### src/rtl/pipe_elastic_stage_pkg.sv
// Shared definitions for the elastic inter-stage buffers: payload types,
// payload width helpers and the wrapping pointer increment.
package pipe_elastic_stage_pkg;

    typedef logic [63:0] word_t;

    typedef struct packed {
        word_t      alu_result;
        word_t      store_data;
        logic [4:0] rd;
        logic       mem_read;
        logic       mem_write;
        logic       reg_write;
    } xm_payload_t;

    typedef struct packed {
        word_t      result;
        logic [4:0] rd;
        logic       reg_write;
    } mw_payload_t;

    // Stage owners set DATA_W from these so the buffer tracks struct edits.
    function automatic int xm_width();
        return $bits(xm_payload_t);
    endfunction

    function automatic int mw_width();
        return $bits(mw_payload_t);
    endfunction

    function automatic int ptr_inc(input int ptr, input int depth);
        return (ptr == depth - 1) ? 0 : ptr + 1;
    endfunction

endpackage

### src/rtl/pipe_elastic_stage_if.sv
// One valid/ready/data channel; the producer side uses master, the consumer slave.
interface pipe_elastic_stage_if #(
    parameter int DATA_W = 64
);
    logic              valid;
    logic              ready;
    logic [DATA_W-1:0] data;

    modport master (output valid, output data, input ready);
    modport slave  (input valid, input data, output ready);
endinterface

### src/rtl/pipe_elastic_stage.sv
// DEPTH-entry elastic buffer between two pipeline stages with valid/ready on
// both sides, synchronous flush and occupancy output.
module pipe_elastic_stage
    import pipe_elastic_stage_pkg::*;
#(
    parameter int DATA_W        = 64,
    parameter int DEPTH         = 2,
    parameter bit ZERO_ON_EMPTY = 1'b1
) (
    input  logic                       i_clk,
    input  logic                       i_rst,
    input  logic                       i_flush,
    pipe_elastic_stage_if.slave        i_in,
    pipe_elastic_stage_if.master       o_out,
    output logic [$clog2(DEPTH+1)-1:0] o_count
);

    localparam int PTR_W = (DEPTH > 1) ? $clog2(DEPTH) : 1;
    localparam int CNT_W = $clog2(DEPTH + 1);

    logic [DATA_W-1:0] r_mem [DEPTH];
    logic [PTR_W-1:0]  r_wr_ptr;
    logic [PTR_W-1:0]  r_rd_ptr;
    logic [CNT_W-1:0]  r_count;

    logic w_in_ready;
    logic w_out_valid;
    logic w_push;
    logic w_pop;

    // in_ready looks only at the count register, so there is no out_ready -> in_ready path.
    assign w_in_ready  = (r_count < CNT_W'(DEPTH));
    assign w_out_valid = (r_count != '0);
    assign w_push      = i_in.valid & w_in_ready & ~i_flush;
    assign w_pop       = w_out_valid & o_out.ready & ~i_flush;

    assign i_in.ready  = w_in_ready;
    assign o_out.valid = w_out_valid;
    assign o_out.data  = (ZERO_ON_EMPTY && !w_out_valid) ? '0 : r_mem[r_rd_ptr];
    assign o_count     = r_count;

    // NOTE: payload storage has no reset; an empty buffer never exposes it.
    always_ff @(posedge i_clk) begin
        if (w_push) begin
            r_mem[r_wr_ptr] <= i_in.data;
        end
    end

    // NOTE: all state here uses <= so every read sees the pre-edge value.
    always_ff @(posedge i_clk) begin
        if (i_rst || i_flush) begin
            r_wr_ptr <= '0;
            r_rd_ptr <= '0;
            r_count  <= '0;
        end else begin
            if (w_push) begin
                r_wr_ptr <= PTR_W'(ptr_inc(int'(r_wr_ptr), DEPTH));
            end
            if (w_pop) begin
                r_rd_ptr <= PTR_W'(ptr_inc(int'(r_rd_ptr), DEPTH));
            end
            case ({w_push, w_pop})
                2'b10:   r_count <= r_count + 1'b1;
                2'b01:   r_count <= r_count - 1'b1;
                default: r_count <= r_count;
            endcase
        end
    end

    a_count_bound: assert property (@(posedge i_clk) disable iff (i_rst)
        r_count <= CNT_W'(DEPTH));

    a_no_push_full: assert property (@(posedge i_clk) disable iff (i_rst)
        !(w_push && (r_count == CNT_W'(DEPTH))));

endmodule

### src/flat_wrapper.sv
// flat-port wrapper written by rule: the top's interface ports become plain ports
module pipe_elastic_stage_flat import pipe_elastic_stage_pkg::*;
#(
    parameter int DATA_W        = 64,
    parameter int DEPTH         = 2,
    parameter bit ZERO_ON_EMPTY = 1'b1
)
  (i_clk, i_rst, i_flush, o_count, i_in_valid, i_in_data, i_in_ready, o_out_valid, o_out_data, o_out_ready);
  pipe_elastic_stage_if #(.DATA_W(DATA_W)) i_in_i ();
  pipe_elastic_stage_if #(.DATA_W(DATA_W)) o_out_i ();
  input  logic i_clk;
  input  logic i_rst;
  input  logic i_flush;
  output logic [$clog2(DEPTH+1)-1:0] o_count;
  input wire logic [$bits(i_in_i.valid)-1:0] i_in_valid;
  input wire logic [$bits(i_in_i.data)-1:0] i_in_data;
  output wire logic [$bits(i_in_i.ready)-1:0] i_in_ready;
  output wire logic [$bits(o_out_i.valid)-1:0] o_out_valid;
  output wire logic [$bits(o_out_i.data)-1:0] o_out_data;
  input wire logic [$bits(o_out_i.ready)-1:0] o_out_ready;
  assign i_in_i.valid = i_in_valid;
  assign i_in_i.data = i_in_data;
  assign i_in_ready = i_in_i.ready;
  assign o_out_valid = o_out_i.valid;
  assign o_out_data = o_out_i.data;
  assign o_out_i.ready = o_out_ready;
  pipe_elastic_stage #(.DATA_W(DATA_W), .DEPTH(DEPTH), .ZERO_ON_EMPTY(ZERO_ON_EMPTY)) u_core (.i_clk(i_clk), .i_rst(i_rst), .i_flush(i_flush), .i_in(i_in_i), .o_out(o_out_i), .o_count(o_count));
endmodule
### config.mk
export PLATFORM = sky130hd
export DESIGN_NAME = pipe_elastic_stage_flat
export DESIGN_NICKNAME = d
export VERILOG_FILES = /design/src/rtl/pipe_elastic_stage_pkg.sv /design/src/rtl/pipe_elastic_stage_if.sv /design/src/rtl/pipe_elastic_stage.sv /design/src/flat_wrapper.sv
export SDC_FILE = /design/constraint.sdc
export NUM_CORES = 1
export LEC_CHECK = 0
export CORE_UTILIZATION = 45
export CTS_BUF_LIST = sky130_fd_sc_hd__clkbuf_8
export DETAILED_ROUTE_END_ITERATION = 10
export PLACE_DENSITY = 0.78
export SLEW_MARGIN = 10
export SYNTH_ARGS = -nofsm -noshare
export SYNTH_HDL_FRONTEND = slang
export SYNTH_SLANG_ARGS = --single-unit
export TNS_END_PERCENT = 50
### constraint.sdc
create_clock -name i_clk -period 4.7 [get_ports i_clk]
set_input_delay 1.175 -clock i_clk [delete_from_list [all_inputs] [get_ports i_clk]]
set_output_delay 1.175 -clock i_clk [all_outputs]
set_load 0.01 [all_outputs]
Word level (Yosys, flattened, before mapping) --
Memories as Yosys holds them, arrays and structs flattened. A register that Yosys moved wholly into a read port is not among the register bits. Index checks and enable logic that the tools add are counted.
Storage, ports and cells: latch bits 0, register bits 4, ROM bits 0, bits in writable memories 128, input port bits 69, memories 1
Operators by class: reductions and logical operators 3, bitwise gates (word level) 5, shift operators 0, eq/ne operators 2, $mul 0, muxes and demuxes 8, $lt $le $gt $ge 1, $add $sub $neg 4, div/mod/pow operators 0
Memories:
- u_core.r_mem | depth 2, width 64, read ports 1, clocked after memory_dff 1, write ports 1, line pipe_elastic_stage.sv:21 | logic [DATA_W-1:0] r_mem [DEPTH];
Operators with widths (number):
- two-way mux 64 bit | 1
- two-way mux 1 bit | 6
- AND 1 bit | 4
- case mux 2 bit (2 select lines) | 1
- nonzero test 2 bit | 2
- adder 1 bit (second input constant) | 2
- adder 2 x 1 -> 2 bit (second input constant) | 1
- == test 2 x 1 -> 1 bit (second input constant) | 1
- == test 2 bit (second input constant) | 1
- less-than comparator 2 bit (second input constant) | 1
- subtractor 2 x 1 -> 2 bit (second input constant) | 1
- logical OR 1 bit | 1
- inverter 1 bit | 1

Longest topological paths before layout --
Gate-level depths: netlist (run 1).
depth after elaboration 5, gate-level depth with buffers 6, gate-level depth less buffers 6

Least setup slack after synthesis (run 1) --
No wires, ideal clock.
path kind in2reg, start point input i_in_valid, end point memory u_core.r_mem[0][0], enable pin, arrival 4144 ps, path slack 69 ps, stages on the path 3, cell sequence nor2b_1 > nand2b_1 > nor2_1
On the way: longest elaborated chain between the ends 4
RTL lines:
- start: declaration | line flat_wrapper.sv:15 | input wire logic [$bits(i_in_i.valid)-1:0] i_in_valid;
- AND 1 bit (2 in a row) | line pipe_elastic_stage.sv:34 | assign w_push = i_in.valid & w_in_ready & ~i_flush;
- two-way mux 1 bit | line pipe_elastic_stage.sv:44 | if (w_push) begin
- two-way mux 1 bit (not written as such) | line pipe_elastic_stage.sv:45 | r_mem[r_wr_ptr] <= i_in.data;
- end: declaration | line pipe_elastic_stage.sv:21
Every way passes these cells.

==> results of run 1 <==
cells by family after synthesis:
group | share of synthesized area
flops | 0.785
simple gates | 0.0585
mux | 0.127
buf+inv | 0.0164
xor+xnor | 0.00697
compound gates | 0.00349
fa+ha+maj | 0.00249
registers in the layout, indices dropped and copies added (netlist names), named ones only:
name / count
u_core.o_count: 2
u_core.r_mem: 128
u_core.r_rd_ptr: 1
u_core.r_wr_ptr: 1
critical path, cell delays in order (launching register included):
cell	delay (ps)
dfxtp_4	1080
mux2i_1	240
nor2_1	160
clkdlybuf4s50_1	550
how the worst max path moves through the flow:
stage                     endpoint  slack [ps]
6_report            o_out_data[40]        1040
3_5_place_dp   u_core.r_mem[0][31]        1410
2_1_floorplan   u_core.r_mem[0][0]          70
4_1_cts             o_out_data[45]        1000
5_1_grt             o_out_data[15]         860
3_3_place_gp   u_core.r_mem[0][31]        1440
metal layers:
layer / track usage / share of wire / up-vias
met5: 0 / 0 / -
met4: 0.0646 / 0.013 / 0
met3: 0.0484 / 0.063 / 13
met2: 0.264 / 0.49 / 108
met1: 0.204 / 0.43 / 1359
li1: - / - / 1384
cells in the mapped netlist, drive strengths merged:
| cell type | n |
|---|---|
| a211oi | 1 |
| ha | 1 |
| nor3 | 4 |
| buf | 13 |
| edfxtp | 128 |
| inv | 3 |
| xor2 | 2 |
| nor2 | 68 |
| nand2b | 1 |
| or3 | 1 |
| o21ai | 2 |
| xnor2 | 2 |
| nor2b | 1 |
| dfxtp | 5 |
| clkbuf | 1 |
| mux2i | 64 |
area by class of cell:
class	count	area (um2)	area share
inverters	3	11.3	0.00162
multi-input cells	147	1020	0.147
clock buffers	17	234	0.0337
clock inverters	15	148	0.0213
well taps	140	175	0.0252
repair buffers	139	1410	0.203
flip-flops and latches	133	3950	0.568
per-stage QoR:
step	instances	setup WS, ps	util	hold slack (ps)
after floorplan	297	69.4	-	520
after global placement	562	1440	0.606	536
after detailed placement	562	1410	0.606	584
after CTS	594	997	0.641	607
after global routing	594	859	0.641	624
final	594	1040	0.641	597
power groups by stage:
stage / registers, mW / clock network [mW] / logic (mW)
2_1_floorplan: 1.37 / 0 / 0.0610
6_report: 1.35 / 0.891 / 0.174
5_1_grt: 1.35 / 0.972 / 0.187
3_5_place_dp: 1.38 / 0 / 0.175
3_3_place_gp: 1.37 / 0 / 0.172
4_1_cts: 1.35 / 0.912 / 0.177
==> results.md, run 1 <==
- Outcome: completed
- Synth unique cells: 17
- N_diodes: 0
- Total GRT Usage: 0.162
- Crit start category: register
- Hold buffers post-CTS: 0
- Synth warnings: 0
- Pre-antenna DRT Iters: 4
- CTS tree: yes
- Initial antenna violation count: 0
- Worst hold path cell count: 2
- Final setup fails: 0
- Fill cell count: 810
- Initial core utilization: 0.464
- Post-route ant nets: 0
- Total global routing overflow: 0
- IO Count: 137
- Maxcap violations: 0
- CP required: about 3500 ps
- Via count: 2864
- FF-to-FF setup slack: 2670 ps
- RePlAce Congestion: between 0.7 and 0.8
- DR vias/cell: 4.82
- Flop pwr share: 0.559
- Clk pwr share: 0.369
- Max IR drop VDD: 0.268 mV
- CTS Buf Count: 17
- Die width: 108 um
- Largest net degree at the start of global routing: 66
- First DRT Iteration DRCs: between 100 and 150
- Syn Std Cell Area: 5030 um2
- Switch Pwr: about 0.55 mW
- Layout Nets: 511
- Worst Reg-to-Reg Cells: 4
- Site Rows: 38
- Root buf cell: clkbuf_8
- Hold path start: u_core.r_rd_ptr
- Crit Path Class: reg -> out
- Min-delay worst type: reg -> reg
- Max-slew violations: 0
- Final hold violation count: 0
- Placed Area: 6570 um2
- Syn_nets: 367
- Tightest Pin Transition: 1090 ps
- Sequential area share after synthesis: 0.785
- Area leader, netlist: edfxtp_1
- Min cycle time layout: roughly 3700 ps
- Fmax: 0.273 GHz
- Pleak: between 2 and 2.5 nW
- Resized cells post-CTS: 0
- Power Density: 348 nW/um2
- Residual DRC: 0
- Layout cell share with drive strength beyond 1: 0.0837
- Number of global-route vias before repair: 2843
- First-pass GRT wire length: about 14000 um
- Logic gate share of total power: 0.072
- Gate Count Post-Synth: 297
- Design area: 6950 um2
- Yosys top cell area share: 0.765
- Worst-Skew Late Latency: 420 ps
- Most common cell after layout, fill and taps aside: clkdlybuf4s50_1
- Setup TNS: 0 ps
- Clock Sinks: 133
- Die H: 108 um
- Worst slew margin: 0.271
- Post-CTS setup buffers: 0
- Clock skew: roughly 6.4 ps
- Most frequent cells in the layout: 136 x clkdlybuf4s50_1, 128 x edfxtp_1, 65 x nor2_1, 64 x mux2i_1, 17 x clkbuf_8
- Die area: 11600 um2
- Worst-path maximum fanout: 64
- Number of buffers added on ports: ~140
- Reg clk slew, reported paths: approximately 80 ps
- Area contributors post-synth: edfxtp_1 76%, mux2i_1 13%, nor2_1 5.1%
- Reg-to-reg critical path endpoint: u_core.r_mem[0][40]
- Synthesized flop and latch total: 133
- P_int: 1.87 mW
- Core area: 10800 um2
- RSZ-0062 raised after global routing: no
- Syn_area_per_cell: 16.9 um2
- Mean routed wirelength per cell: between 15 and 20 um
- # H-tree levels: 4
- CTS max path bufs: 2
- Worst R2R Start: u_core.o_count[1]
- Total Power: 2.41 mW
- Post-DP HPWL: 5920 um
- Final WL: 9090 um
- Syn-to-layout area delta: 38.2%
- CP endpoint kind: primary output
- Period utilization: 0.779
- CP Data Arrival Time: roughly 2500 ps
- Net Sw Frac: 0.226
Note: power is estimated with default switching activity, not from simulation.
==> run 2: changes to the inputs <==
PLACE_DENSITY = 0.75   (was 0.78)
clock period = 3.75 ns   (was 4.7 ns; I/O delays follow)
==> run 2 against run 1 <==
Power grew 29%. Clock power increased by 36%. Worst hold slack got worse by 3.7 ps. First-iteration DRC count increased by 34%. Sequential cell count did not move. Utilization grew 0.38 points. Worst setup slack worse by 450 ps. Combinational power rose by 25%. Sequential power rose by 25%.
==> results.md, run 2 (synthesis results as in run 1) <==
- Largest net degree at the start of global routing: 66 (unchanged)
- Period utilization: 0.841
- Global routing usage on met2: 0.256 (-0.00824)
- Design area: 6990 um2 (+0.59%)
- Max reg flops: 128 (unchanged)
- Total global routing overflow: 0 (unchanged)
- Fmax: 0.317 GHz
- Layout cell share with drive strength beyond 1: 0.0897 (+0.00602)
- Final hold violation count: 0 (unchanged)
- DP Worst Slack: 949 ps (-463 ps)
- Min-delay worst type: reg -> reg
- Grt met3 use: 0.0466 (-0.00182)
- Number of buffers added on ports: 136 (unchanged)
- RePlAce Congestion: 0.766 (+0.68%)
- Maxcap violations: 0 (unchanged)
- Post-route ant nets: 0 (unchanged)
- Met1 Use GR: 0.204 (+0.000319)
- CTS Buf Count: 17 (unchanged)
- DR vias/cell: 4.86 (+0.71%)
- Reg clk slew, reported paths: 70 ps (about the same)
- IO Count: 137 (unchanged)
- Outcome: completed
- Root buf cell: clkbuf_8
- Layout Nets: 514 (+0.59%)
- Power Density: 446 nW/um2 (+28%)
- Mean routed wirelength per cell: 15.2 um (-0.82%)
- First DRT Iteration DRCs: 175 (+34%)
- Worst slew margin: 0.562 (+0.291)
- Non-filler instance count after layout: 597 (+0.51%)
- N_diodes: 0 (unchanged)
- Most common cell after layout, fill and taps aside: clkdlybuf4s50_1
- CP required: 2810 ps (-710 ps)
- Max IR drop VDD: 0.255 mV (-4.7%)
- Hold path start: u_core.r_rd_ptr
- Post-DP HPWL: 5810 um (-1.8%)
- CP endpoint kind: primary output
- Post-layout util: 0.645 (+0.00381)
- Min cycle time layout: approximately 3200 ps
- Crit start category: register
- Total Power: 3.11 mW (+29%)
- Most frequent cells in the layout: 136 x clkdlybuf4s50_1, 128 x edfxtp_1, 65 x nor2_1, 64 x mux2i_1, 17 x clkbuf_8
- Tightest Pin Transition: 657 ps (-436 ps)
- Max-slew violations: 0 (unchanged)
- Initial antenna violation count: 1 (+1)
- Final WL: 9060 um (-0.32%)
- CTS max path bufs: 2 (unchanged)
- Via count: 2899 (+1.2%)
- CP Data Arrival Time: 2220 ps (-260 ps)
- Pre-antenna DRT Iters: 5 (+1)
- Die width: 108 um (unchanged)
- Setup TNS: 0 ps (unchanged)
- Fill cell count: 826 (+2.0%)
- Worst-Skew Late Latency: 410 ps (about the same)
- Hold buffers post-CTS: 0 (unchanged)
- First-pass GRT wire length: 13800 um (+0.56%)
- Post-CTS setup buffers: 0 (unchanged)
- Worst R2R Start: u_core.o_count[1]
- Number of global-route vias before repair: 2870 (+0.95%)
- Residual DRC: 0 (unchanged)
- RSZ-0062 raised after global routing: no
- Clock Sinks: 133 (unchanged)
- Placed Area: 6580 um2 (+0.15%)
- Die area: 11600 um2 (unchanged)
- Syn-to-layout area delta: 39.0%
- Core area: 10800 um2 (unchanged)
- Site Rows: 38 (unchanged)
- Die H: 108 um (unchanged)
- CTS tree: yes
- Initial core utilization: 0.464 (unchanged)
- Resized cells post-CTS: 0 (unchanged)
- Worst-path maximum fanout: 43 (-33%)
- Final WS setup: 595 ps (-446 ps)
- GR peak layer: met2
- Crit Path Class: reg -> out
- Most flop-heavy register: u_core.r_mem
- Cells after DPL: 565 (+0.53%)
- Final setup fails: 0 (unchanged)
- Pleak: 2.22 nW (+1.6%)
- Clock skew: 6.91 ps (+0.524 ps)
- Hold Slack: 593 ps (-3.73 ps)
- Total GRT Usage: 0.160 (-0.00253)
- # H-tree levels: 4 (unchanged)
==> run 2: cell types whose count changed in the layout (fill, tap and decap cells not counted), sizes merged <==
cell / delta
buf: +3
clkinvlp: -1
clkinv: +2
bufinv: +2
inv: -3
==> run 2: final cells by class <==
cell class | count | area [um2] | area share
sequential | 133 | 3950 | 0.565
timing repair buffer | 142 | 1420 | 0.203
multi-input combinational | 147 | 1020 | 0.146
clock buffer | 17 | 234 | 0.0335
clock inverter | 15 | 179 | 0.0256
tap | 140 | 175 | 0.0251
inverter | 3 | 11.3 | 0.00161
==> run 2: worst paths after layout <==
path | endpoint | slack [ps] | cells past startpoint
setup / recovery | o_out_data[17] | 600 | 4
setup reg to reg | u_core.o_count[1] | 1910 | 5
hold / removal | u_core.r_rd_ptr | 590 | 2
hold reg to reg | u_core.r_rd_ptr | 590 | 2
==> run 2: report_power, final <==
group	internal (mW)	leakage [nW]	total [mW]	switching [mW]
sequential	1.68	1.22	1.69	0.0129
combinational	0.124	0.798	0.218	0.0944
clock	0.662	0.204	1.21	0.544
==> run 2: worst max-delay path, cell delays in order (launching register included) <==
cell             delay [ps]
dfxtp_4                 600
buf_12                  340
mux2i_1                 270
nor2_1                   70
clkdlybuf4s50_1         510
==> run 2: per-layer routing <==
layer,vias to the layer above,part of all wire
met5,-,0.0014
li1,1395,-
met3,8,0.069
met1,1388,0.44
met2,106,0.48
met4,2,0.0079
==> variant 1: new RTL, settings of run 1 <==
`DEPTH` is set to 2 in 2 places; all go to 1.
--- a/src/rtl/pipe_elastic_stage.sv
+++ b/src/rtl/pipe_elastic_stage.sv
@@ -4,7 +4,7 @@
     import pipe_elastic_stage_pkg::*;
 #(
     parameter int DATA_W        = 64,
-    parameter int DEPTH         = 2,
+    parameter int DEPTH         = 1,
     parameter bit ZERO_ON_EMPTY = 1'b1
 ) (
     input  logic                       i_clk,
--- a/src/flat_wrapper.sv
+++ b/src/flat_wrapper.sv
@@ -2,7 +2,7 @@
 module pipe_elastic_stage_flat import pipe_elastic_stage_pkg::*;
 #(
     parameter int DATA_W        = 64,
-    parameter int DEPTH         = 2,
+    parameter int DEPTH         = 1,
     parameter bit ZERO_ON_EMPTY = 1'b1
 )
   (i_clk, i_rst, i_flush, o_count, i_in_valid, i_in_data, i_in_ready, o_out_valid, o_out_data, o_out_ready);
Ports: changed (resized o_count); port bits go from 137 to 136. The function was not compared with the original's and may differ.
==> variant 1 against run 1 <==
Global-route usage grew 4.1 points; total power shrank 47%; synthesized area shrank 51%; wire length shrank 38%; cell area shrank 42%; worst setup slack gained 0.64 ns; sequential share of layout area shrank 9.0 points; sequential cell count shrank 68; largest power group unchanged.
==> variant 1: results (changes against run 1) <==
- Clk pin slew, worst setup/hold paths: 0.06 ns (-0.02 ns)
- Total GRT Usage: 20.4% (+4.1 points)
- Vias in the first global route: 1691 (-41%)
- DR WL/cell: 15.6 µm (+1.7%)
- Min Hold Slack: 0.929 ns (+0.332 ns)
- Synth Area in Compound Gates: 0% (-0.35 points)
- Worst Setup EP: o_out_data[34]
- Worst hold stages: 3 (+1)
- Met3 WL post-DR: 423 µm (-26%)
- DP Worst Slack: 1.45 ns (+0.0370 ns)
- Post-synthesis cell count: 145 (-51%)
- Num CTS Buffers: 9 (-8)
- Met1 usage: 22.7% (+2.3 points)
- Clk_skew: 0.00788 ns (+0.00150 ns)
- CTS resizes: 0 (unchanged)
- CP Max Fanout: 69 (+7.8%)
- Largest net degree at the start of global routing: 70 (+6.1%)
- Final worst slack: 1.68 ns (+0.642 ns)
- Met2 usage: 34.9% (+8.5 points)
- Placed Instances: 344 (-39%)
- CP arrival: 1.84 ns (-0.64 ns)
- Layout cell share with drive strength beyond 1: 5.86% (-2.5 points)
- Fill cell count: 328 (-60%)
- Port bufs: 135 (-0.74%)
- CTS H-Tree Depth: 3 (-1)
- Leakage Power: 1.46 nW (-33%)
- Footprint of the multi-input gates: 450 µm² (-56%)
- DRT met1 WL: 2.13 mm (-46%)
- Max reg flops: 64 (-50%)
- R2R Setup Slk: 2.50 ns (-0.17 ns)
- Delay-heaviest family, CP: buffers and inverters
- Worst-skew pair later-pin latency: 0.33 ns (-0.09 ns)
- Routability cong.: 0.718 (-5.6%)
- Met3 Use GR: 7.31% (+2.5 points)
- Status: finished, final reports clean
- Worst stage delay on the critical path: 0.56 ns (-0.52 ns)
- Detailed placement HPWL: 3.84 mm (-35%)
- Worst Hold Launch: u_core.o_count$_SDFFE_PP0P_
- Post-synthesis cell type count: 13 (-4)
- Critical Path Source: u_core.o_count$_SDFFE_PP0P_
- CP max stage cell: clkdlybuf4s50_1
- Met2 WL: 2.92 mm (-35%)
- Net Count, Synth: 215 (-41%)
- R2R Path End: u_core.r_mem[0][58]$_DFFE_PP_
- VDD IR-drop max: 0.195 mV (-27%)
- Initial antenna violation count: 0 (unchanged)
- Register area share after synthesis: 78.7% (+0.28 points)
- 1st-iter DRT viols: 92 (-30%)
- Worst-Margin Slew: 0.593 ns (-0.500 ns)
- Top cells by count, synth: and2_1, edfxtp_1, buf_6
- Synth area leaders: edfxtp_1, and2_1, buf_6
- Sw frac: 19.2% (-3.4 points)
- Synth Area in Adders: 0.507% (+0.26 points)
- Vias per cell: 4.55 (-5.6%)
- Via count: 1638 (-43%)
==> variant 1: cell count changes after synthesis, sizes merged, moves of 2 or more <==
| cell | change |
|---|---|
| nor2 | -68 |
| nor3 | -3 |
| xnor2 | -2 |
| and2 | +64 |
| and3 | +2 |
| o21ai | -2 |
| mux2i | -64 |
| edfxtp | -64 |
| buf | -5 |
| dfxtp | -4 |
==> variant 1: power by group through the flow <==
stage                     sequential (mW)  clock [mW]  combinational, mW
after global placement              0.684           0              0.122
after CTS                           0.673       0.498              0.126
after floorplan                     0.685           0             0.0356
after global routing                0.674       0.524              0.134
final                               0.673       0.488              0.125
after detailed placement            0.685           0              0.125
==> variant 1: cell type report <==
cell class	instances	area share [%]
clock inverters	7	1.97
flip-flops and latches	65	47.9
repair buffers	137	33.7
well taps	70	2.16
multi-input cells	70	11.1
inverters	2	0.185
clock buffers	9	3.05
==> variant 2: new RTL, flow settings as in run 1 <==
Without the edit above. Register the output `o_count` once more, without a reset; this adds one clock of latency there. The other outputs are not delayed to match.
--- a/src/rtl/pipe_elastic_stage.sv
+++ b/src/rtl/pipe_elastic_stage.sv
@@ -37,7 +37,9 @@
     assign i_in.ready  = w_in_ready;
     assign o_out.valid = w_out_valid;
     assign o_out.data  = (ZERO_ON_EMPTY && !w_out_valid) ? '0 : r_mem[r_rd_ptr];
-    assign o_count     = r_count;
+    always_ff @(posedge i_clk) begin
+        o_count <= r_count;
+    end
 
     // NOTE: payload storage has no reset; an empty buffer never exposes it.
     always_ff @(posedge i_clk) begin
Check against the original RTL: not equivalent (Yosys sat finds a counterexample within 4 cycles, from zero or initial values).
==> variant 2 against run 1 <==
Via count is 0.56% higher; synthesized area is 0.80% higher; non-clock buffer count grew 2; total power grew 6.5%; synthesized cell count up 0.67%; largest power group unchanged; worst setup slack improved by 0.028 ns; global-route usage up 0.091 points; wire length up 0.78%; count of clock-buffer cells in the layout stayed put; critical path depth unchanged; sequential cell count is 2 higher; cell area increased by 1.3%; clock power is 16% higher.
==> variant 2: results (changes against run 1) <==
- Status: finished, final reports clean
- Slew HR: 27.2% (+0.065 points)
- Max Root-Sink Buffers: 2 (unchanged)
- DRT Pass-1 Iters: 4 (unchanged)
- First-pass GRT wire length: 14.1 mm (+3.1%)
- 1st-iter DRT viols: 125 (-4.6%)
- Met2 usage: 29.1% (+2.7 points)
- CP Max Fanout: 64 (unchanged)
- Worst-skew pair later-pin latency: 0.41 ns
- R2R Setup Slk: 2.84 ns (+0.17 ns)
- Ys flop type: edfxtp_1
- Hold endpoint: u_core.o_count[1]$_DFF_P_
- R2R Path End: u_core.r_count[1]$_SDFFE_PP0P_
- Worst Hold Launch: u_core.r_count[1]$_SDFFE_PP0P_
- Largest net degree at the start of global routing: 65 (-1.5%)
- CP max stage cell: dfxtp_4
- Clock Tree Root: clkbuf_8
- Register area share after synthesis: 78.6% (+0.17 points)
- Leakage Power: 2.24 nW (+2.5%)
- CTS resizes: 0 (unchanged)
- Total GRT Usage: 16.3% (+0.091 points)
- Wirelength, routed: 9.16 mm (+0.78%)
- Via count: 2880 (+0.56%)
- R2r worst-path depth: 5 (+1)
- Met3 Use GR: 4.94% (+0.10 points)
- Layout cell share with drive strength beyond 1: 8.33% (-0.037 points)
- Met1 usage: 18.9% (-1.4 points)
- Post-synthesis cell count: 299 (+0.67%)
- Async SR Flop Fraction: 0% (unchanged)
- Clk_skew: 0.0111 ns (+0.00471 ns)
- Top cells by count, synth: edfxtp_1, nor2_1, mux2i_1
- Routability cong.: 0.743 (-2.3%)
- Sw frac: 19.1% (-3.5 points)
- Synth area leaders: edfxtp_1, mux2i_1, nor2_1
- R2R Path Start: u_core.r_count[1]$_SDFFE_PP0P_
- Initial antenna violation count: 0 (unchanged)
- VDD IR-drop max: 0.203 mV (-24%)
- # nets final: 515 (+0.78%)
- Fill cell count: 787 (-2.8%)
- Vias in the first global route: 2886 (+1.5%)
- Net Count, Synth: 369 (+0.54%)
- Worst hold stages: 0 (-2)
- Worst Setup EP: o_out_data[53]
- DRC Markers: 0 (unchanged)
- Delay-heaviest family, CP: flip-flops
- Worst Hold Class: register to register
- Detailed placement HPWL: 5.91 mm (-0.21%)
## variant 2: cell types whose count changed in the layout (fill, tap and decap cells not counted), sizes merged
cell	delta
clkinv	+1
clkinvlp	-1
buf	+2
bufinv	+4
inv	-6
dfxtp	+2
## variant 2: per-layer routing
metal / up-vias / part of all wire (%)
li1: 1392 / -
met1: 1389 / 41
met2: 92 / 53
met3: 7 / 5.5
met4: 0 / 0.71
met5: - / 0
## variant 2: power groups by stage
stage	Combinational, mW	Clock (mW)	Sequential [mW]
finish	0.172	1.03	1.37
global route	0.186	1.11	1.37
CTS	0.176	1.06	1.37
detailed placement	0.174	0	1.39
global placement	0.170	0	1.39
floorplan	0.0610	0	1.39
## variant 2: final cells by class
type,count,area share [%]
repair buffers,141,19.9
clock buffers,17,3.33
well taps,140,2.49
inverters,3,0.160
multi-input cells,147,14.5
flip-flops and latches,135,56.7
clock inverters,13,2.95
## variant 2: stage by stage
step                      setup WS [ns]  std cells  instance area [µm²]  utilization [%]  hold WS, ns
after floorplan                  0.0694        299                 5070                -        0.390
after global placement             1.47        566                 6600             60.6        0.428
after detailed placement           1.43        566                 6600             60.6        0.441
after CTS                         0.983        596                 7040             64.6        0.453
after global routing              0.861        596                 7040             64.6        0.464
final                              1.07        596                 7040             64.6        0.448
## variant 2: kinds of logic after synthesis
family                     share of synthesized area [%]
adders and majority gates                          0.247
AOI/OAI and AO/OA                                  0.346
and+or+nand+nor                                     5.80
buffers and inverters                               1.63
xor gates and xnor gates                           0.692
muxes                                               12.6
DFF                                                 78.6
